File: config.mk
export PLATFORM = sky130hd
export DESIGN_NAME = error_poly_sampler
export DESIGN_NICKNAME = d
export VERILOG_FILES = /design/src/rtl/err_sampler_pkg.sv /design/src/rtl/cbd_sample.sv /design/src/rtl/error_poly_sampler.sv
export SDC_FILE = /design/constraint.sdc
export NUM_CORES = 1
export LEC_CHECK = 0
export BUFFER_PORTS_ARGS = -buffer_cell sky130_fd_sc_hd__buf_2
export CAP_MARGIN = 20
export CORE_ASPECT_RATIO = 0.75
export CORE_MARGIN = 1
export CORE_UTILIZATION = 60
export DETAILED_ROUTE_END_ITERATION = 12
export PLACE_DENSITY = 0.84
export SLEW_MARGIN = 20
export SYNTH_ARGS = -nofsm -noshare
export SYNTH_HDL_FRONTEND = slang
export SYNTH_HIERARCHICAL = 1
export SYNTH_SLANG_ARGS = --single-unit
File: constraint.sdc
create_clock -name clk -period 9.2 [get_ports clk]
set_clock_uncertainty 0.2 [all_clocks]
set_input_delay 1.84 -clock clk [delete_from_list [all_inputs] [get_ports clk]]
set_output_delay 1.84 -clock clk [all_outputs]
set_load 0.01 [all_outputs]
File: src/rtl/err_sampler_pkg.sv
// err_sampler_pkg
//   Shared types and helpers for the error-polynomial sampler.
//   - state_e   : controller states (IDLE, SAMP_V, SAMP_E0, SAMP_E1, DRAIN, FIN)
//   - phase_e   : tag carried by every pipeline slot, selects the target BRAM
//   - V_*       : 2-bit sign-magnitude encodings of the ternary v samples
//   - ERR_*     : width of the centered-binomial e0/e1 samples
//   - popcount_low / v_decode : combinational helpers used by the pipeline
package err_sampler_pkg;

   typedef enum logic [2:0] {
      ST_IDLE    = 3'd0,
      ST_SAMP_V  = 3'd1,
      ST_SAMP_E0 = 3'd2,
      ST_SAMP_E1 = 3'd3,
      ST_DRAIN   = 3'd4,
      ST_FIN     = 3'd5
   } state_e;

   typedef enum logic [1:0] {
      PH_V  = 2'd0,
      PH_E0 = 2'd1,
      PH_E1 = 2'd2
   } phase_e;

   localparam logic [1:0] V_ZERO = 2'b00;
   localparam logic [1:0] V_POS  = 2'b01;
   localparam logic [1:0] V_NEG  = 2'b11;

   localparam int ERR_BITS     = 6;
   localparam int ERR_MAG_BITS = 5;
   localparam int WORD_BITS    = 64;

   // Number of ones in the low nbits of w. nbits is always a constant at the
   // call site, so this collapses to a plain adder tree.
   function automatic logic [ERR_BITS-1:0] popcount_low(input logic [WORD_BITS-1:0] w,
                                                        input int nbits);
      logic [ERR_BITS-1:0] c;
      c = '0;
      for (int i = 0; i < WORD_BITS; i++) begin
         if (i < nbits) c = c + ERR_BITS'(w[i]);
      end
      return c;
   endfunction

   // Ternary decode of the two low random bits. 2'b11 is rejected before it
   // reaches this decoder, so its value here is irrelevant.
   function automatic logic [1:0] v_decode(input logic [1:0] bits);
      logic [1:0] r;
      case (bits)
         2'b01:   r = V_POS;
         2'b10:   r = V_NEG;
         default: r = V_ZERO;
      endcase
      return r;
   endfunction

endpackage

File: src/rtl/cbd_sample.sv
// cbd_sample
//   Two-stage sample pipeline shared by all three error polynomials.
//   Stage 1 registers popcount(a) and popcount(b) (or the decoded v value);
//   stage 2 registers the signed difference in sign-magnitude form.
//   Valid, phase tag and address travel alongside the data so a phase change
//   upstream never mis-routes a sample already in flight.
// Ports:
//   clk, rst           clock, asynchronous active-low reset
//   in_valid/tag/addr  sample slot entering stage 1 (rejected words never enter)
//   in_word            random word for this slot
//   s1_valid           stage 1 occupied (used by the controller to detect drain)
//   out_valid/tag/addr stage 2 slot, drives the BRAM write demux
//   out_data           {sign, mag[4:0]} for e0/e1, {4'b0, v} for v
module cbd_sample
   import err_sampler_pkg::*;
#(
   parameter int ETA  = 21,
   parameter int LOGN = 13
) (
   input  logic                 clk,
   input  logic                 rst,
   input  logic                 in_valid,
   input  phase_e               in_tag,
   input  logic [LOGN-1:0]      in_addr,
   input  logic [WORD_BITS-1:0] in_word,
   output logic                 s1_valid,
   output logic                 out_valid,
   output phase_e               out_tag,
   output logic [LOGN-1:0]      out_addr,
   output logic [ERR_BITS-1:0]  out_data
);

   phase_e              s1_tag;
   logic [LOGN-1:0]     s1_addr;
   logic [ERR_BITS-1:0] s1_pa;
   logic [ERR_BITS-1:0] s1_pb;

   logic                s1_neg;
   logic [ERR_BITS-1:0] s1_mag;
   logic [ERR_BITS-1:0] s2_data_d;

   // Stage 1: popcounts. The v decoder reuses s1_pa as its holding register.
   always_ff @(posedge clk or negedge rst) begin
      if (!rst) begin
         s1_valid <= 1'b0;
         s1_tag   <= PH_V;
         s1_addr  <= '0;
         s1_pa    <= '0;
         s1_pb    <= '0;
      end else begin
         s1_valid <= in_valid;
         if (in_valid) begin
            s1_tag  <= in_tag;
            s1_addr <= in_addr;
            if (in_tag == PH_V) begin
               s1_pa <= {{(ERR_BITS-2){1'b0}}, v_decode(in_word[1:0])};
               s1_pb <= '0;
            end else begin
               s1_pa <= popcount_low(in_word, ETA);
               s1_pb <= popcount_low(in_word >> ETA, ETA);
            end
         end
      end
   end

   // Magnitude is computed as the non-negative difference, so a zero result
   // always carries sign 0 (no negative zero).
   always_comb begin
      s1_neg    = (s1_pb > s1_pa);
      s1_mag    = s1_neg ? (s1_pb - s1_pa) : (s1_pa - s1_pb);
      s2_data_d = s1_pa;
      if (s1_tag != PH_V) s2_data_d = {s1_neg, s1_mag[ERR_MAG_BITS-1:0]};
   end

   // Stage 2: sign-magnitude result plus routing information.
   always_ff @(posedge clk or negedge rst) begin
      if (!rst) begin
         out_valid <= 1'b0;
         out_tag   <= PH_V;
         out_addr  <= '0;
         out_data  <= '0;
      end else begin
         out_valid <= s1_valid;
         if (s1_valid) begin
            out_tag  <= s1_tag;
            out_addr <= s1_addr;
            out_data <= s2_data_d;
         end
      end
   end

endmodule

File: src/rtl/error_poly_sampler.sv
// error_poly_sampler
//   Fills the v, e0 and e1 error BRAMs (N entries each) from a 64-bit random
//   word stream. v is ternary, e0/e1 are centered-binomial with parameter ETA.
// Ports:
//   clk, rst                 clock, asynchronous active-low reset
//   start                    single-cycle pulse, accepted only in IDLE/FIN
//   busy                     fill in progress
//   done                     fill complete, held until the next accepted start
//   rnd_data/valid/ready     random word stream
//   {v,e0,e1}_bram_wr_*      BRAM write ports (address, data, write enable)
//   state_dbg                current controller state (state_e encoding)
//
// Handshake: a random word is consumed on a rising edge where rnd_valid and
// rnd_ready are both high. rnd_ready depends only on the controller state,
// never on rnd_valid, and the producer must hold rnd_data stable while
// rnd_valid is high and rnd_ready is low.
module error_poly_sampler
   import err_sampler_pkg::*;
#(
   parameter int N    = 8192,
   parameter int LOGN = 13,
   parameter int ETA  = 21
) (
   input  logic                 clk,
   input  logic                 rst,
   input  logic                 start,
   output logic                 busy,
   output logic                 done,
   input  logic [WORD_BITS-1:0] rnd_data,
   input  logic                 rnd_valid,
   output logic                 rnd_ready,
   output logic [LOGN-1:0]      v_bram_wr_addr,
   output logic [1:0]           v_bram_wr_data,
   output logic                 v_bram_wea,
   output logic [LOGN-1:0]      e0_bram_wr_addr,
   output logic [ERR_BITS-1:0]  e0_bram_wr_data,
   output logic                 e0_bram_wea,
   output logic [LOGN-1:0]      e1_bram_wr_addr,
   output logic [ERR_BITS-1:0]  e1_bram_wr_data,
   output logic                 e1_bram_wea,
   output logic [2:0]           state_dbg
);

   localparam logic [LOGN:0] CNT_LAST = (LOGN+1)'(N - 1);

   state_e              state_q;
   state_e              state_d;
   logic [LOGN:0]       cnt_q;
   logic                done_q;

   phase_e              cur_phase;
   logic                accept;
   logic                reject;
   logic                take;
   logic                last;
   logic                start_ok;

   logic                s1_valid;
   logic                out_valid;
   phase_e              out_tag;
   logic [LOGN-1:0]     out_addr;
   logic [ERR_BITS-1:0] out_data;

   always_comb begin
      rnd_ready = 1'b0;
      cur_phase = PH_V;
      case (state_q)
         ST_SAMP_V:  begin rnd_ready = 1'b1; cur_phase = PH_V;  end
         ST_SAMP_E0: begin rnd_ready = 1'b1; cur_phase = PH_E0; end
         ST_SAMP_E1: begin rnd_ready = 1'b1; cur_phase = PH_E1; end
         default:    begin rnd_ready = 1'b0; cur_phase = PH_V;  end
      endcase
   end

   assign accept   = rnd_valid & rnd_ready;
   // 2'b11 in the v phase is consumed but produces no sample.
   assign reject   = (state_q == ST_SAMP_V) && (rnd_data[1:0] == 2'b11);
   assign take     = accept & ~reject;
   assign last     = take && (cnt_q == CNT_LAST);
   assign start_ok = start && ((state_q == ST_IDLE) || (state_q == ST_FIN));

   always_comb begin
      state_d = state_q;
      case (state_q)
         ST_IDLE, ST_FIN: if (start) state_d = ST_SAMP_V;
         ST_SAMP_V:       if (last) state_d = ST_SAMP_E0;
         ST_SAMP_E0:      if (last) state_d = ST_SAMP_E1;
         ST_SAMP_E1:      if (last) state_d = ST_DRAIN;
         // Nothing enters the pipeline in DRAIN, so once stage 1 is empty the
         // stage 2 slot (if any) retires on this same edge.
         ST_DRAIN:        if (!s1_valid) state_d = ST_FIN;
         default:         state_d = ST_IDLE;
      endcase
   end

   always_ff @(posedge clk or negedge rst) begin
      if (!rst) begin
         state_q <= ST_IDLE;
         cnt_q   <= '0;
         done_q  <= 1'b0;
      end else begin
         state_q <= state_d;
         if (start_ok) begin
            cnt_q  <= '0;
            done_q <= 1'b0;
         end else if (take) begin
            cnt_q <= last ? '0 : cnt_q + 1'b1;
         end
         if ((state_q == ST_DRAIN) && (state_d == ST_FIN)) done_q <= 1'b1;
      end
   end

   assign busy      = (state_q == ST_SAMP_V) || (state_q == ST_SAMP_E0) ||
                      (state_q == ST_SAMP_E1) || (state_q == ST_DRAIN);
   assign done      = done_q;
   assign state_dbg = state_q;

   cbd_sample #(
      .ETA  (ETA),
      .LOGN (LOGN)
   ) u_pipe (
      .clk       (clk),
      .rst       (rst),
      .in_valid  (take),
      .in_tag    (cur_phase),
      .in_addr   (cnt_q[LOGN-1:0]),
      .in_word   (rnd_data),
      .s1_valid  (s1_valid),
      .out_valid (out_valid),
      .out_tag   (out_tag),
      .out_addr  (out_addr),
      .out_data  (out_data)
   );

   // Write demux: the tag on the stage 2 slot selects the BRAM.
   assign v_bram_wea      = out_valid && (out_tag == PH_V);
   assign e0_bram_wea     = out_valid && (out_tag == PH_E0);
   assign e1_bram_wea     = out_valid && (out_tag == PH_E1);
   assign v_bram_wr_addr  = out_addr;
   assign e0_bram_wr_addr = out_addr;
   assign e1_bram_wr_addr = out_addr;
   assign v_bram_wr_data  = out_data[1:0];
   assign e0_bram_wr_data = out_data;
   assign e1_bram_wr_data = out_data;

endmodule

# == Yosys cells after proc, flatten, opt, wreduce, memory -nomap -nowiden ==
# Cells that the tools add are included.
# op_classes
n_addsub,43
order_cmp,1
n_eq_ne,12
muxes,98
n_bitwise,3
n_reduce_logical,19
# op_table
cell,n
$mux 6,83
$add 6x1->6,40
$mux 14,3
$mux 3,5
$pmux 3 s5,1
$add 14x1->14 const B,1
$eq 14x13->1 const B,1
$sub 5x5->5,2
$eq 3x3->1 const B,3
$pmux 2 s2,2
$logic_and 1x1->1,7
$eq 2x2->1 const B,3
$eq 3x2->1 const B,2
$gt 6x6->1,1
$reduce_bool 2->1,3
$mux 5,1
$eq 2x1->1 const B,2
$logic_not 2->1,2
$logic_or 1x1->1,4
$eq 3x1->1 const B,1
$logic_not 3->1,1
$mux 1,3
$reduce_or 3->1,1
$and 1x1->1,2
2 further kinds,2
# totals
register_bits,68
in_bits,68
output_inout_bits,62
word_cells,188

# == Longest topological paths before layout ==
# Gate-level depths: netlist (run 1).
# depth
word_depth,65
mapped_depth,35
depth_no_buf,33

# == By module ==
# Netlist (run 1), hierarchy kept.
# by_module_without_submodules
mod,instances,cells_per_inst,area_each_um2,seq_area_each_um2
cbd_sample,1,759,6816.5,1251.2
error_poly_sampler,1,147,1325.0,450.4

# == Worst setup path after synthesis (run 1) ==
# No wires, ideal clock.
# synth_timing
kind,input port to flip-flop
from,in rnd_data[21]
to,reg u_pipe.s1_pb[5]
setup_ps,154
arrival_time_ps,9537
required_ps,8846
setup_slack_ps,-691
stages,33
path_buffers,1
path_cell_list,inv_1 fa_1 inv_1 ha_1 inv_1 fa_1 inv_1 ha_1 clkbuf_1 xor2_1 ha_1 ha_1 ha_1 ha_1 ha_1 ha_1 ha_1 ha_1 ha_1 ha_1 ha_1 ha_1 ha_1 xnor2_1 xnor2_1 xor2_1 and3_1 a21boi_1 or3_1 o31a_1 nand3_1 xnor2_1 o22ai_1
# synth_via
elab_chain_cells,61
# synth_lines
element,line_no,text
from (decl),error_poly_sampler.sv:29,"input logic [WORD_BITS-1:0] rnd_data,"
$mux 6,cbd_sample.sv:55,if (in_tag == PH_V) begin
$mux 6,cbd_sample.sv:52,if (in_valid) begin
$add 6x1->6,err_sampler_pkg.sv:40,if (i < nbits) c = c + ERR_BITS'(w[i]);
$mux 6,cbd_sample.sv:55,
$mux 6,cbd_sample.sv:52,
$add 6x1->6,err_sampler_pkg.sv:40,
$mux 6,cbd_sample.sv:55,
$mux 6,cbd_sample.sv:52,
[45 not listed],--,
$add 6x1->6,err_sampler_pkg.sv:40,
$mux 6,cbd_sample.sv:55,
$mux 6,cbd_sample.sv:52,
$add 6x1->6,err_sampler_pkg.sv:40,
$mux 6,cbd_sample.sv:55,
$mux 6,cbd_sample.sv:52,
$add 6x1->6,err_sampler_pkg.sv:40,
$mux 6,cbd_sample.sv:55,
to (signal assigned),cbd_sample.sv:60,"s1_pb <= popcount_low(in_word >> ETA, ETA);"
to (decl),cbd_sample.sv:36,logic [ERR_BITS-1:0] s1_pb;
# Every way passes these cells. The select of a mux whose other input is x is not followed.
# A chain may end at the register's enable or synchronous reset.

# == Worst setup path after layout (run 1) ==
# layout_timing
from,in rnd_data[0]
to,reg u_pipe.s1_pa[5]
# layout_via
elab_chain_cells,61
word_cells_on_any_way,65
cone_classes,20 x add/sub; 1 x eq/ne; 41 x mux; 2 x bitwise; 1 x reduce/logical
# layout_lines
element,line_no,text
$mux 6,cbd_sample.sv:55,
$mux 6,cbd_sample.sv:52,
$add 6x1->6,err_sampler_pkg.sv:40,
$mux 6,cbd_sample.sv:55,
$mux 6,cbd_sample.sv:52,
$add 6x1->6,err_sampler_pkg.sv:40,
$mux 6,cbd_sample.sv:55,
$mux 6,cbd_sample.sv:52,
[45 not listed],--,
$add 6x1->6,err_sampler_pkg.sv:40,
$mux 6,cbd_sample.sv:55,
$mux 6,cbd_sample.sv:52,
$add 6x1->6,err_sampler_pkg.sv:40,
$mux 6,cbd_sample.sv:55,
$mux 6,cbd_sample.sv:52,
$add 6x1->6,err_sampler_pkg.sv:40,
$mux 6,cbd_sample.sv:55,
to (signal assigned),cbd_sample.sv:56,"s1_pa <= {{(ERR_BITS-2){1'b0}}, v_decode(in_word[1:0])};"
to (signal assigned),cbd_sample.sv:59,"s1_pa <= popcount_low(in_word, ETA);"
to (decl),cbd_sample.sv:35,logic [ERR_BITS-1:0] s1_pa;
# Several ways; a longest one is shown, not always the timed one. The select of a mux whose other input is x is not followed.

==> results of run 1 <==
==> path summary, 6_finish.rpt <==
path	cells after the start	slack [ns]	endpoint	from
setup / recovery	30	0.22	u_pipe/s1_pa[5]$_DFFE_PN0P_	rnd_data[0]
hold / removal	1	0.30	u_pipe/out_addr[6]$_DFFE_PN0P_	u_pipe/s1_addr[6]$_DFFE_PN0P_
min in group asynchronous	2	1.51	u_pipe/out_addr[0]$_DFFE_PN0P_	rst
hold reg to reg	1	0.30	u_pipe/out_addr[6]$_DFFE_PN0P_	u_pipe/s1_addr[6]$_DFFE_PN0P_
max in group asynchronous	2	6.70	u_pipe/s1_valid$_DFF_PN0_	rst
setup reg to reg	15	5.16	u_pipe/out_data[3]$_DFFE_PN0P_	u_pipe/s1_pa[0]$_DFFE_PN0P_
==> logic make-up (layout without fill, tap and decap cells) <==
family | after synthesis | in the layout
adders and majority gates | 99 | 99
buffers and inverters | 108 | 243
xor gates and xnor gates | 124 | 124
AOI/OAI and AO/OA | 175 | 175
and+or+nand+nor | 279 | 279
DFF | 68 | 68
muxes | 53 | 53
==> stage by stage <==
stage | TNS, ns | std cells | util
3_3_place_gp | -0.6789 | 1194 | 0.7011
6_report | 0 | 1212 | 0.7449
5_1_grt | 0 | 1212 | 0.7449
2_1_floorplan | -0.01602 | 906 | -
4_1_cts | 0 | 1212 | 0.7373
3_5_place_dp | -1.215 | 1194 | 0.7011
==> registers in the layout, indices dropped and copies added (netlist names) <==
name and flops:
cnt_q 14, u_pipe/out_addr 13, u_pipe/s1_addr 13, u_pipe/out_data 6, u_pipe/s1_pa 6, u_pipe/s1_pb 6
state_dbg 3, u_pipe/out_tag 2, u_pipe/s1_tag 2, done 1, u_pipe/out_valid 1, u_pipe/s1_valid 1
==> synthesized netlist by cell type, drive strengths merged (5+ instances only) <==
cell,instances
nand3b,5
o22ai,16
and4,6
o21ai,41
and2,12
xnor3,13
inv,45
a21boi,5
nor3,24
fa,6
nand4,8
mux2,34
mux2i,19
xnor2,62
buf,45
and3b,5
xor2,45
nor2b,15
a21oi,47
nand3,34
nor2,60
nand2b,6
nor3b,8
or3,7
ha,89
nand2,65
and3,9
a32oi,5
a31oi,8
dfrtp,68
a211oi,5
clkbuf,18
==> critical path, delay by kind of cell <==
family / cells / cell delay, ns
adders and majority gates: 15 / 4.30
buffers and inverters: 4 / 0.37
AOI/OAI and AO/OA: 2 / 0.44
xor gates and xnor gates: 7 / 1.86
and+or+nand+nor: 2 / 0.20
==> metal layers <==
layer	vias up	wire length [um]	share of wire	track usage
met2	286	9631	0.49	0.4760
met4	0	481	0.024	0.08632
met1	3400	8553	0.43	0.3543
met5	-	0	0	0
li1	3486	-	-	-
met3	58	1070	0.054	0.04621
==> area by class of cell <==
cell class	instances	area (sq um)	area share
clock inverters	6	112.6	0.01153
clock buffers	10	229.0	0.02345
multi-input cells	730	6235	0.6385
flip-flops and latches	68	1703	0.1744
repair buffers	182	1102	0.1129
inverters	45	168.9	0.01730
well taps	171	214.0	0.02191
==> what timing repair did <==
item / in CTS / in global routing
setup endpoints to repair: 2 / 4
pin swaps: 5 / 10
gates resized for setup: 13 / 16
gates cloned: 0 / 0
endpoints found under the hold margin: 0 / 0
buffers inserted: 2 / 0
==> out/metrics.cfg, run 1 <==
[status]
status=finished, final reports clean

[floorplan]
fp.dieH_um=102.9
start_util=0.6211
num_rows=36
core-area_sq_um=13110
dieArea_sq_um=14040
die_w_um=136.5
io_pins=130

[clock_network]
numClockSinks=68
clockBufferDepth=2
clock_latency_ns=0.33
postCtsHoldBufs=0
cts_tree=done
h-tree-depth=3
cts_root_buffer=clkbuf_16
numCtsBuffers=9
path_clk_slew_ns=0.05

[final_layout]
layout_common_cells=107 x buf_2, 74 x buf_4, 67 x dfrtp_1
fin_area_sq_um=9764
final_common_cell=buf_2
n_fill_cell=927
area_growth_syn_to_layout_pct=19.93
antenna_cells=0
layout.nets=1199
drive_above_1_share=0.2930

[setup_path]
cp.arrival_ns=9.03
cp_common_cell=ha_1
slowest_delay_ns=0.55
cp_max_fo=5
crit_required_ns=9.25
crit_type=in2reg
worstSetupEndpointType=flop
cp_slowest_cell=fa_1
critPathLaunchType=input port

[logic_synthesis]
synth-seq-area-share=0.2090
yosysTopAreaCell=dfrtp_1
synthMuxAreaShare=0.07039
synth_top_area_frac=0.2090
synth_compound_area_frac=0.1423
synthTopCellsByArea=dfrtp_1 21%, ha_1 14%, xnor2_1 6.2%
yosys_warnings=6
syn_area_sq_um=8142
synth_fp_nets=1069
synthArstFlopShare=1.000
synth_top_flop_cell=dfrtp_1
synth.ff_latch_count=68
synth_edf_count=0
synth_cells=906
synth_fa_ha_area_frac=0.1564
synth_top_family_by_area=simple AND/OR/NAND/NOR gates
synthSimpleGateAreaFrac=0.1777
synth.avg_cell_area_sq_um=8.986
synth_xor_area_frac=0.1757
synth_cell_type_count=93

[route]
drtIter0Drc=406
drt.antenna.violating_nets=0
drc=0
drt_pass1_iterations=5
via_per_inst=5.965
route.vias.total=7230
post_drt_wl_per_cell_um=16.28
wl_mm=19.74

[place]
dpl_cell_area_sq_um=9190
pre_cts_slack_ns=-0.4178
globalplace.congestion=0.8956
post-dp-hpwl_mm=13.74
io_buffers=107

[global_route]
grt-ovfl-total=0
grt_pass1_wl_mm=30.99
grt_pass1_vias=6657
antenna_found_initial=0
grt_max_degree=69
grt_usage=0.2754

[run]
max-cap-violations=0

[sta]
fin_crit_sh=0.9761
finalCriticalPeriod_ns=8.980
worst_pin_slew_ns=1.019
setup_viol=0
finalHoldViolCount=0
fmax_mhz=111.4
holdWs_ns=0.3007
slew-limit-headroom=0.3173
drv_slew=0
fin_ws_ns=0.2198
rsz0062_at_grt=no

[min_path]
hold_path.class=reg2reg

Power of run 1 is not shown: default switching activity piles up to over one toggle a cycle in this logic, so the estimate is an artifact.
==> inputs of run 2 (changes only) <==
--- a/config.mk
+++ b/config.mk
@@ -9,9 +9,9 @@
 export CAP_MARGIN = 20
 export CORE_ASPECT_RATIO = 0.75
 export CORE_MARGIN = 1
-export CORE_UTILIZATION = 60
+export CORE_UTILIZATION = 47
 export DETAILED_ROUTE_END_ITERATION = 12
-export PLACE_DENSITY = 0.84
+export PLACE_DENSITY = 0.68
 export SLEW_MARGIN = 20
 export SYNTH_ARGS = -nofsm -noshare
 export SYNTH_HDL_FRONTEND = slang
==> run 2 against run 1 <==
  * Critical endpoint is now u_pipe/s1_pb[5]$_DFFE_PN0P_
  * Final cell count rose by 3.5%
  * Non-clock buffer count fell by 1
  * Maximum frequency rose by 0.27%
==> out/metrics.cfg, run 2 (synthesis gave the netlist of run 1 again) <==
[clock_network]
cts_root_buffer=clkbuf_16
cts_tree=done
postCtsHoldBufs=0
path_clk_slew_ns=0.05
numCtsBuffers=9
h-tree-depth=3
clock_latency_ns=0.32
clockBufferDepth=2
numClockSinks=68

[min_path]
hold_start=u_pipe/s1_addr[5]$_DFFE_PN0P_
hold_path.class=reg2reg
worstHoldPathCells=1
min_to=u_pipe/s1_addr[5]$_DFFE_PN0P_

[place]
globalplace.congestion=0.8356
dpl_cell_area_sq_um=9238
post-dp-hpwl_mm=13.24
pre_cts_slack_ns=-0.3783
io_buffers=107

[setup_path]
crit_type=in2reg
reg2reg_depth=15
cp_max_fo=4
r2r_slack_ns=5.34
worstSetupEndpointType=flop
crit_required_ns=9.16
r2r-end=u_pipe/out_data[3]$_DFFE_PN0P_
slowest_delay_ns=0.51
cp_common_cell=ha_4
critPathLaunchType=input port
cp.arrival_ns=8.92
cp_slowest_cell=fa_1
reg2reg_from=u_pipe/s1_pa[0]$_DFFE_PN0P_

[sta]
worst_pin_slew_ns=0.9295
drv_slew=0
setup_viol=0
fin_ws_ns=0.2437
finalCriticalPeriod_ns=8.956
fin_crit_sh=0.9735
slew-limit-headroom=0.3774
holdWs_ns=0.3041
fmax_mhz=111.7
finalHoldViolCount=0

[final_layout]
n_fill_cell=1462
antenna_cells=0
final_common_cell=buf_2
regArea_sq_um=1703
multiInputGateArea_sq_um=6260
fin_area_sq_um=9811
biggestRegsByFlops=cnt_q (14), u_pipe/out_addr (13), u_pipe/s1_addr (13)
regMostFlops=cnt_q
layout.nets=1198
area_growth_syn_to_layout_pct=20.50
largest_reg_flops=14
layout_common_cells=107 x buf_2, 74 x buf_4, 67 x dfrtp_1
drive_above_1_share=0.2923

[route]
drc=0
via_per_inst=5.425
route.vias.total=6809
post_drt_wl_per_cell_um=13.69
drt_pass1_iterations=5
wl_mm=17.18
drtIter0Drc=281
drt.antenna.violating_nets=0

[floorplan]
die_w_um=154.0
fp.dieH_um=116.0
core-area_sq_um=16880
io_pins=130
start_util=0.4824
dieArea_sq_um=17860
num_rows=41

[global_route]
grt_usage=0.1913
antenna_found_initial=0
grt-ovfl-total=0
grt_max_degree=69
grt_pass1_vias=6221
grt_pass1_wl_mm=28.50

[status]
status=finished, final reports clean

[run]
max-cap-violations=0

-- run 2: timing repair --
action,in CTS,in global routing
hold endpoints to repair,0,0
buffers inserted,0,2
pin swaps,0,10
resized for setup,2,30
endpoints found under the setup margin,1,5
-- run 2: final cells by class --
| cell class | instances | share of cell area |
|---|---|---|
| multi-input cells | 730 | 0.6381 |
| flip-flops and latches | 68 | 0.1736 |
| repair buffers | 181 | 0.1112 |
| well taps | 215 | 0.02742 |
| clock buffers | 12 | 0.02512 |
| inverters | 45 | 0.01722 |
| clock inverters | 4 | 0.007397 |
-- run 2: metrics by stage --
stage / setup TNS (ns) / std cells / utilization
4_1_cts: 0 / 1253 / 0.5674
3_5_place_dp: -1.033 / 1237 / 0.5473
5_1_grt: -0.05416 / 1255 / 0.5813
3_3_place_gp: -0.7846 / 1237 / 0.5473
2_1_floorplan: -0.01602 / 906 / -
6_report: 0 / 1255 / 0.5813
-- run 2: worst max-delay path, delay by kind of cell --
kind	cells	cell delay, ns
compound gates	3	0.37
xor+xnor	9	1.71
fa+ha+maj	13	3.69
buf+inv	7	0.64
simple gates	3	0.67
-- run 2: how the worst max path moves through the flow --
| stage | start | end | slack (ns) | depth (start not counted) |
|---|---|---|---|---|
| global route | rnd_data[21] | u_pipe/s1_pb[5]$_DFFE_PN0P_ | -0.05 | 35 |
| floorplan | rnd_data[21] | u_pipe/s1_pb[5]$_DFFE_PN0P_ | -0.02 | 35 |
| finish | rnd_data[21] | u_pipe/s1_pb[5]$_DFFE_PN0P_ | 0.24 | 35 |
| global placement | rnd_data[0] | u_pipe/s1_pa[4]$_DFFE_PN0P_ | -0.32 | 31 |
| CTS | rnd_data[21] | u_pipe/s1_pb[5]$_DFFE_PN0P_ | 0.02 | 31 |
| detailed placement | rnd_data[0] | u_pipe/s1_pa[4]$_DFFE_PN0P_ | -0.38 | 31 |
-- run 2: layer usage --
| metal | part of all wire | global-route usage | vias to the layer above |
|---|---|---|---|
| li1 | - | - | 3477 |
| met1 | 0.50 | 0.2728 | 3204 |
| met2 | 0.46 | 0.3167 | 116 |
| met3 | 0.026 | 0.02543 | 12 |
| met4 | 0.0056 | 0.02667 | 0 |
| met5 | 0 | 0 | - |
Power of run 2 is left out for the same reason.
==> inputs of run 3 (changes only) <==
--- a/config.mk
+++ b/config.mk
@@ -7,11 +7,13 @@
 export LEC_CHECK = 0
 export BUFFER_PORTS_ARGS = -buffer_cell sky130_fd_sc_hd__buf_2
 export CAP_MARGIN = 20
+export CELL_PAD_IN_SITES_DETAIL_PLACEMENT = 1
+export CELL_PAD_IN_SITES_GLOBAL_PLACEMENT = 1
 export CORE_ASPECT_RATIO = 0.75
 export CORE_MARGIN = 1
 export CORE_UTILIZATION = 47
 export DETAILED_ROUTE_END_ITERATION = 12
-export PLACE_DENSITY = 0.68
+export PLACE_DENSITY_LB_ADDON = 0.1
 export SLEW_MARGIN = 20
 export SYNTH_ARGS = -nofsm -noshare
 export SYNTH_HDL_FRONTEND = slang
==> run 3 against run 2 <==
  * Final cell count increased by 1.6%
  * Highest routed layer unchanged
  * First-iteration DRC count increased by 27%
  * Core utilization increased by 1.9 points
  * Final area increased by 3.2%
  * Largest cell class unchanged
  * Via count increased by 4.5%
  * Critical path depth decreased by 5
  * Die area unchanged
  * Global-route usage increased by 4.7 points
==> out/metrics.cfg, run 3 (synthesis gave the netlist of run 1 again) <==
[status]
status=finished, final reports clean

[clock_network]
h-tree-depth=3
cts_tree=done
path_clk_slew_ns=0.06
numCtsBuffers=9
clock_latency_ns=0.33
cts_root_buffer=clkbuf_16
clockBufferDepth=2
postCtsHoldBufs=0
numClockSinks=68

[setup_path]
reg2reg_from=u_pipe/s1_pb[0]$_DFFE_PN0P_
cp.arrival_ns=8.94
crit_type=in2reg
critical_path.startpoint=rnd_data[0]
cp_common_cell=ha_1
slowest_delay_ns=0.53
cp_max_fo=4
crit_required_ns=9.15
critPathLaunchType=input port
cp_slowest_cell=fa_1
worstSetupEndpointType=flop

[global_route]
antenna_found_initial=0
gr-max-usage-layer=met2
globalRouteMet3Util=0.01346
grt_pass1_wl_mm=34.68
grt_pass1_vias=7033
grt_max_degree=69
grt-ovfl-total=0
grt_use_met2=0.4164
grt_usage=0.2383
use_met1=0.3286

[final_layout]
layout.nets=1218
regMostFlops=cnt_q
largest_reg_flops=14
drive_above_1_share=0.3283
n_fill_cell=1959
layout_common_cells=106 x buf_2, 94 x buf_4, 68 x dfrtp_1
antenna_cells=0
final_common_cell=buf_2
final_core_util=0.5999
biggestRegsByFlops=cnt_q (14), u_pipe/out_addr (13), u_pipe/s1_addr (13)
fin_area_sq_um=10120
area_growth_syn_to_layout_pct=24.36

[sta]
worst_pin_slew_ns=1.030
setup_viol=0
slew-limit-headroom=0.3103
fin_crit_sh=0.9762
drv_slew=0
fmax_mhz=111.3
finalCriticalPeriod_ns=8.981
finalHoldViolCount=0

[route]
drc=0
drt_pass1_iterations=4
route.vias.total=7116
via_per_inst=5.581
post_drt_wl_per_cell_um=17.26
drtIter0Drc=358
drt.antenna.violating_nets=0
wl_mm=22.00

[min_path]
hold_start=u_pipe/s1_addr[9]$_DFFE_PN0P_
hold_path.class=reg2reg

[floorplan]
dieArea_sq_um=17860
start_util=0.4824
die_w_um=154.0
io_pins=130
fp.dieH_um=116.0
num_rows=41
core-area_sq_um=16880

[place]
dpl_cell_area_sq_um=9328
globalplace.congestion=0.8456
post-dp-hpwl_mm=16.17
io_buffers=107

[run]
max-cap-violations=0

==> run 3: cell types whose count changed in the layout (fill, tap and decap cells not counted), moves of 3 or more <==
| cell | change |
|---|---|
| xor2_2 | +3 |
| xor2_1 | -4 |
| ha_4 | +3 |
| inv_2 | +4 |
| buf_4 | +20 |
| xnor2_1 | -5 |
| xnor2_2 | +4 |
| ha_1 | -3 |
| inv_1 | -4 |
==> run 3: path summary, 6_finish.rpt <==
path                                                  end  slack, ns  cells past startpoint
min in group asynchronous  u_pipe/s1_addr[12]$_DFFE_PN0P_       1.51                      2
setup reg to reg           u_pipe/out_data[3]$_DFFE_PN0P_       5.12                     16
hold / removal             u_pipe/out_addr[9]$_DFFE_PN0P_       0.30                      1
setup / recovery              u_pipe/s1_pa[4]$_DFFE_PN0P_       0.22                     30
hold reg to reg            u_pipe/out_addr[9]$_DFFE_PN0P_       0.30                      1
max in group asynchronous   u_pipe/s1_addr[9]$_DFFE_PN0P_       6.71                      2
==> run 3: layout make-up <==
class	instances	area, sq um	area share
clock buffer	9	225.2	0.02224
clock inverter	7	76.32	0.007538
inverter	45	168.9	0.01668
multi-input combinational	730	6436	0.6357
sequential	68	1702	0.1681
tap	215	269.0	0.02657
timing repair buffer	201	1247	0.1232
==> run 3: timing repair <==
item | 4_1_cts | 5_1_grt
pin swaps | 4 | 28
gates resized for setup | 12 | 47
setup buffers | 2 | 8
endpoints found under the setup margin | 4 | 5
==> run 3: worst max-delay path, delay by kind of cell <==
family	cells	cell delay, ns
buffers and inverters	3	0.23
XOR/XNOR	1	0.16
adder cells (fa/ha/maj)	20	5.85
multiplexers	1	0.28
AO/OA/AOI/OAI	4	0.48
AND/OR/NAND/NOR	1	0.08
==> run 3: per-layer routing <==
layer | part of all wire | routed length [um]
met1 | 0.48 | 10580
met2 | 0.49 | 10850
met3 | 0.016 | 357
met4 | 0.0098 | 216
met5 | 0 | 0
==> run 3: stage by stage <==
step                      hold WS, ns  setup WS (ns)  TNS [ns]  instances
after floorplan                0.1935       -0.01602  -0.01602        906
after global placement         0.2882        -0.4299    -1.411       1249
after detailed placement       0.2932        -0.5947    -2.338       1249
after CTS                      0.3003       0.007142         0       1267
after global routing           0.3237        -0.1012   -0.2212       1275
final                          0.2999         0.2190         0       1275
Power of run 3 is left out for the same reason.
